**config.mk**
```make
export PLATFORM = sky130hd
export DESIGN_NAME = instruction_fetch_stage
export DESIGN_NICKNAME = d
export VERILOG_FILES = /design/src/rtl/instruction_fetch_stage_pkg.sv /design/src/rtl/fetch_skid_buffer.sv /design/src/rtl/instruction_fetch_stage.sv
export SDC_FILE = /design/constraint.sdc
export NUM_CORES = 1
export LEC_CHECK = 0
export ABC_AREA = 0
export CAP_MARGIN = 20
export CORE_UTILIZATION = 46
export DETAILED_ROUTE_END_ITERATION = 6
export GPL_TIMING_DRIVEN = 0
export PLACE_DENSITY = 0.76
export SYNTH_ARGS = -nofsm -noshare
export SYNTH_HDL_FRONTEND = slang
export SYNTH_SLANG_ARGS = --single-unit
export TNS_END_PERCENT = 30
```
**constraint.sdc**
```tcl
create_clock -name clk -period 2.1 [get_ports clk]
set_input_delay 0.42 -clock clk [delete_from_list [all_inputs] [get_ports clk]]
set_output_delay 0.42 -clock clk [all_outputs]
set_load 0.05 [all_outputs]
```
**src/rtl/instruction_fetch_stage_pkg.sv**
```systemverilog
// Shared types and constants for the MIPS instruction fetch stage.
package fetch_pkg;

  localparam logic [31:0] NOP_INSTR        = 32'h0000_0000;
  localparam logic [31:0] DEFAULT_RESET_PC = 32'h0040_0000;

  typedef enum logic [0:0] {
    RUN  = 1'b0,
    HELD = 1'b1
  } fetch_state_t;

  typedef struct packed {
    logic [31:0] instr;
    logic [31:0] pc_4;
    logic        valid;
  } fetch_entry_t;

  localparam fetch_entry_t EMPTY_ENTRY = '{instr: NOP_INSTR, pc_4: 32'h0, valid: 1'b0};

endpackage

```
**src/rtl/fetch_skid_buffer.sv**
```systemverilog
// One-entry holding register that parks a ROM response arriving while decode is stalled.
module fetch_skid_buffer
  import fetch_pkg::*;
(
  input  logic         clk,
  input  logic         reset,
  input  logic         load,
  input  logic         clear,
  input  fetch_entry_t d,
  output fetch_entry_t q
);

  always_ff @(posedge clk) begin
    if (!reset || clear) q <= EMPTY_ENTRY;
    else if (load)       q <= d;
  end

endmodule

```
**src/rtl/instruction_fetch_stage.sv**
```systemverilog
// IF stage: PC, synchronous ROM addressing, stall skid and IF/ID register.
// Optional FETCH_ALIGN_CHECK_EN flags misaligned/out-of-range redirects as a sticky fault.
module instruction_fetch_stage
  import fetch_pkg::*;
#(
  parameter int          MEMORY_DEPTH = 512,
  parameter logic [31:0] RESET_PC     = DEFAULT_RESET_PC,
  parameter int          AW           = $clog2(MEMORY_DEPTH)
) (
  input  logic          clk,
  input  logic          reset,
  input  logic          stall,
  input  logic          redirect_valid,
  input  logic [31:0]   redirect_pc,
  output logic [AW-1:0] imem_word_addr,
  input  logic [31:0]   imem_rdata,
  output logic [31:0]   fetch_pc,
  output logic [31:0]   if_id_instruction,
  output logic [31:0]   if_id_pc_4,
  output logic          if_id_valid,
  output logic          fetch_fault
);

  logic [31:0]  pc_q, inflight_pc4;
  logic         inflight_q, fire, fault_q;
  logic         skid_load, skid_clear;
  fetch_state_t state_q;
  fetch_entry_t if_id_q, skid_q, rsp;

`ifdef FETCH_ALIGN_CHECK_EN
  logic fault_set;
  assign fault_set = redirect_valid &&
                     ((redirect_pc[1:0] != 2'b00) ||
                      (((redirect_pc - RESET_PC) >> 2) >= 32'(MEMORY_DEPTH)));

  always_ff @(posedge clk) begin
    if (!reset)         fault_q <= 1'b0;
    else if (fault_set) fault_q <= 1'b1;
  end
`else
  assign fault_q = 1'b0;
`endif

  // Truncation gives the modulo-depth wrap of the word index.
  assign imem_word_addr = AW'((pc_q - RESET_PC) >> 2);
  assign fire           = !stall && !redirect_valid && !fault_q;
  assign rsp            = '{instr: imem_rdata, pc_4: inflight_pc4, valid: inflight_q};

  // Park the response only when it actually arrives during a stall in RUN.
  assign skid_load  = !redirect_valid && (state_q == RUN) && stall && inflight_q;
  assign skid_clear = redirect_valid || ((state_q == HELD) && !stall);

  fetch_skid_buffer u_skid (
    .clk   (clk),
    .reset (reset),
    .load  (skid_load),
    .clear (skid_clear),
    .d     ('{instr: imem_rdata, pc_4: inflight_pc4, valid: 1'b1}),
    .q     (skid_q)
  );

  always_ff @(posedge clk) begin
    if (!reset) begin
      pc_q         <= RESET_PC;
      inflight_q   <= 1'b0;
      inflight_pc4 <= 32'h0;
      state_q      <= RUN;
      if_id_q      <= EMPTY_ENTRY;
    end else begin
      inflight_q <= fire;
      if (fire) begin
        pc_q         <= pc_q + 32'd4;
        inflight_pc4 <= pc_q + 32'd4;
      end
      if (redirect_valid) begin
        pc_q    <= redirect_pc & ~32'h3;
        state_q <= RUN;
        if_id_q <= EMPTY_ENTRY;
      end else if (state_q == HELD) begin
        if (!stall) begin
          if_id_q <= skid_q;
          state_q <= RUN;
        end
      end else if (!stall) begin
        if_id_q <= rsp;
      end else if (inflight_q) begin
        state_q <= HELD;
      end
    end
  end

  assign fetch_pc          = pc_q;
  assign if_id_instruction = if_id_q.instr;
  assign if_id_pc_4        = if_id_q.pc_4;
  assign if_id_valid       = if_id_q.valid;
  assign fetch_fault       = fault_q;

endmodule

```
==> flow_metrics.env <==
export IMPL_status="finished clean"
export IMPL_grt_pass1_wl_um=39000
export IMPL_rrSetupSlack_ns=0.004
export IMPL_min_period_ns=2.10
export IMPL_arrival_ns=2.42
export IMPL_cts_path_max_buffers=2
export IMPL_max_slew_worst_pin_slew_ns=0.927
export IMPL_setup_slack_ns=0.00438
export IMPL_finalSetupViolations=0
export IMPL_start_util_pct=47.8
export IMPL_syn_inst=1053
export IMPL_cpPeakStageDelay_ns=0.53
export IMPL_dpl_cell_count=1448
export IMPL_slew_viol_final=0
export IMPL_synth_fa_ha_area_share_pct=0.149
export IMPL_grt_pass1_vias=7474
export IMPL_power_clock_fraction_pct=40.9
export IMPL_intPower_mw=6.12
export IMPL_max_slew_margin_pct=38.2
export IMPL_synthArstFlopShare_pct=0
export IMPL_start_kind="flop"
export IMPL_area_growth_pct=34.7
export IMPL_seq_power_share_pct=45.1
export IMPL_synth_area_um2=8380
export IMPL_htree_levels=4
export IMPL_synth_compound_area_share_pct=16.4
export IMPL_yosysWarnings=0
export IMPL_ys_top_cells_by_area="dfxtp_1, a21oi_1, mux2i_1, nand2_1, nor2_1"
export IMPL_r2r_cells=6
export IMPL_setup_worst_path_end="fetch_pc[22]"
export IMPL_power_switching_mw=2.32
export IMPL_clk_pin_slew_worst_paths_ns=0.07
export IMPL_layout_drive_gt1_share_pct=11.9
export IMPL_synth_edff_count=0
export IMPL_first_iter_violations=820
export IMPL_place_hpwl_um=18200
export IMPL_layout_cells_non_filler=1492
export IMPL_fill_cells=1479
export IMPL_cts_inserted_buffers=17
export IMPL_grt_max_degree=17
export IMPL_utilization_pct=64.4
export IMPL_design_area_um2=11300
export IMPL_syn_avg_cell_area_um2=7.96
export IMPL_cellLeakagePower_nw=3.94
export IMPL_hp_class="flop to flop"
export IMPL_dr_pass1_iters=6
export IMPL_diodes=0
export IMPL_max_freq_mhz=477
export IMPL_p_per_area_nw_per_um2=748
export IMPL_ir_worst_vdd_v=0.000615
export IMPL_grt_overflow=0
export IMPL_post_drt_wl_per_cell_um=17.4
export IMPL_routed_wl_um=25900
export IMPL_hold_violations=0
export IMPL_worstReg2RegEnd="fetch_pc[22]"
export IMPL_grt_use_total_pct=27.2
export IMPL_crit_slowest_cell="or4_1"
export IMPL_cts_root_buffer="clkbuf_16"
export IMPL_dieArea_um2=18800
export IMPL_dpl_cell_area_um2=10400
export IMPL_num_rows=48
export IMPL_fin_skew_ns=0.00564
export IMPL_synth_seq_cells=188
export IMPL_die_x_um=137
export IMPL_crit_chain="clkbuf_8 > nand4_4 > or4_4 > buf_6 > or4_1 > o311a_1"
export IMPL_power_frac_comb_pct=14.0
export IMPL_maxCapViolCount=0
export IMPL_remaining_drc_errors=0
export IMPL_nets=1323
export IMPL_clock_sinks=188
export IMPL_die_h_um=137
export IMPL_worstPathRequired_ns=2.43
export IMPL_core_area_um2=17500
export IMPL_finalPower_mw=8.44
export IMPL_r2r_start="fetch_pc[11]"
export IMPL_portBuffers=166
export IMPL_startpoint="fetch_pc[11]"
export IMPL_antenna_found_initial=0
export IMPL_ant_nets=0
export IMPL_pin_count=175
export IMPL_synth_xor_area_share_pct=2.30
export IMPL_vias=8401
export IMPL_worst_skew_pair_late_latency_ns=0.44
export IMPL_critPathCaptureType="flop"
export IMPL_synth_ff_type="dfxtp_1"
export IMPL_synth_top_family_by_area="simple AND/OR/NAND/NOR gates"
export IMPL_cp_max_fo=8
export IMPL_worstSetupPathType="flop to flop"
export IMPL_vias_per_cell=5.63
export IMPL_yosysSeqAreaShare_pct=44.9
export IMPL_synth_area_mux_share_pct=8.00
export IMPL_gp_congestion=0.925
export IMPL_cts_tree="yes"
export IMPL_yosys_area_share_simple_pct=22.2
export IMPL_synth_top_area_share_pct=44.9
export IMPL_fin_crit_sh_pct=99.8
export IMPL_synth_cell_types=51
export IMPL_place_ws_ns=-0.976
export IMPL_yosys_area_top_type="dfxtp_1"
export IMPL_p_sw_share_pct=27.5
==> flip-flops by register name, indices dropped and copies added, names as in the netlist <==
| register | cells |
|---|---|
| fetch_pc | 30 |
| if_id_valid | 1 |
| inflight_q | 1 |
| state_q | 1 |
| if_id_pc_4 | 30 |
| if_id_instruction | 32 |
| inflight_pc4 | 30 |
| u_skid.q | 63 |
==> cell families after synthesis <==
group                    after synthesis
flip-flops                           188
other                                  1
AND/OR/NAND/NOR                      413
AO/OA/AOI/OAI                        245
adder cells (fa/ha/maj)                1
buffers and inverters                116
multiplexers                          67
XOR/XNOR                              22
==> cells in the mapped netlist (2+ instances only) <==
library cell,number
or3_1,9
mux2i_1,67
nor3_1,14
inv_1,9
xor2_1,4
and4_1,7
o31ai_1,12
buf_2,2
o21ai_0,49
buf_4,14
buf_1,10
o311ai_0,2
nor2_1,152
a211oi_1,10
xnor2_1,18
a311oi_1,6
nand4_1,5
nor4_1,14
or4_1,18
or4b_1,2
clkbuf_2,5
nand3_2,2
a21oi_1,138
dfxtp_1,188
o31a_1,3
nand2b_1,3
nand2_1,156
a31oi_1,16
and3_1,3
nand3_1,19
o41ai_1,2
clkbuf_1,75
==> cell type report <==
class	instances	area [µm²]	area share, %
Clock buffer	19	433	3.83
Buffer	102	546	4.83
Clock inverter	13	190	1.68
Sequential cell	188	3810	33.7
Multi-Input combinational cell	753	4230	37.4
Inverter	9	33.8	0.299
Timing Repair Buffer	183	1780	15.7
Tap cell	225	282	2.49
==> repair_timing <==
item | 4_1_cts | 5_1_grt
pin swaps | 1 | 6
cloned | 0 | 1
setup endpoints to repair | 182 | 173
resized for setup | 39 | 75
hold buffers | 0 | 0
setup buffers | 2 | 14
endpoints found under the hold margin | 0 | 0
==> metal layers <==
metal	global-route usage (%)	routed length, µm	part of all wire [%]
met1	37.1	11500	44
met2	42.8	12000	46
met3	4.37	1920	7.4
met4	10.5	558	2.2
met5	0	0	0
==> critical path: cells and delay by family, from the launching register on <==
family	cells	cell delay [ns]
buffers and inverters	2	0.30
AOI/OAI and AO/OA	1	0.12
and+or+nand+nor	3	1.22
DFF	1	0.35
==> power groups by stage <==
stage | combinational [mW] | clock (mW) | sequential [mW]
CTS | 1.15 | 3.46 | 3.80
finish | 1.18 | 3.45 | 3.81
global route | 1.25 | 3.61 | 3.82
floorplan | 0.496 | 0 | 4.08
global placement | 1.14 | 0 | 3.88
detailed placement | 1.15 | 0 | 3.88
==> how the worst min path moves through the flow <==
| stage | startpoint | end | slack [ns] | cells past startpoint |
|---|---|---|---|---|
| after detailed placement | u_skid.q[20] | u_skid.q[20] | 0.45 | 2 |
| after global placement | u_skid.q[31] | u_skid.q[31] | 0.44 | 2 |
| after global routing | u_skid.q[43] | u_skid.q[43] | 0.47 | 2 |
| after CTS | u_skid.q[20] | u_skid.q[20] | 0.46 | 2 |
| final | u_skid.q[31] | u_skid.q[31] | 0.45 | 2 |
| after floorplan | u_skid.q[10] | u_skid.q[10] | 0.44 | 2 |
==> metrics by stage <==
step	setup TNS, ns	hold slack, ns
6_report	0	0.455
3_5_place_dp	-126.98	0.446
5_1_grt	-0.284	0.472
2_1_floorplan	-0.0251	0.436
3_3_place_gp	-124.33	0.440
4_1_cts	-0.625	0.455
==> placed cells by master (no fill, tap or decap), types with 10 or more instances in the layout <==
cell type        instances
dfxtp_1                166
nand2_1                156
nor2_1                 152
a21oi_1                138
clkdlybuf4s50_1        137
mux2i_1                 67
o21ai_0                 49
clkbuf_1                48
buf_4                   40
clkbuf_2                23
nand3_1                 19
xnor2_1                 18
clkbuf_16               17
a31oi_1                 16
dfxtp_2                 15
nor3_1                  14
or4_1                   14
dlygate4sd2_1           13
o31ai_1                 11
a211oi_1                10
(Power assumes the default switching activity.)
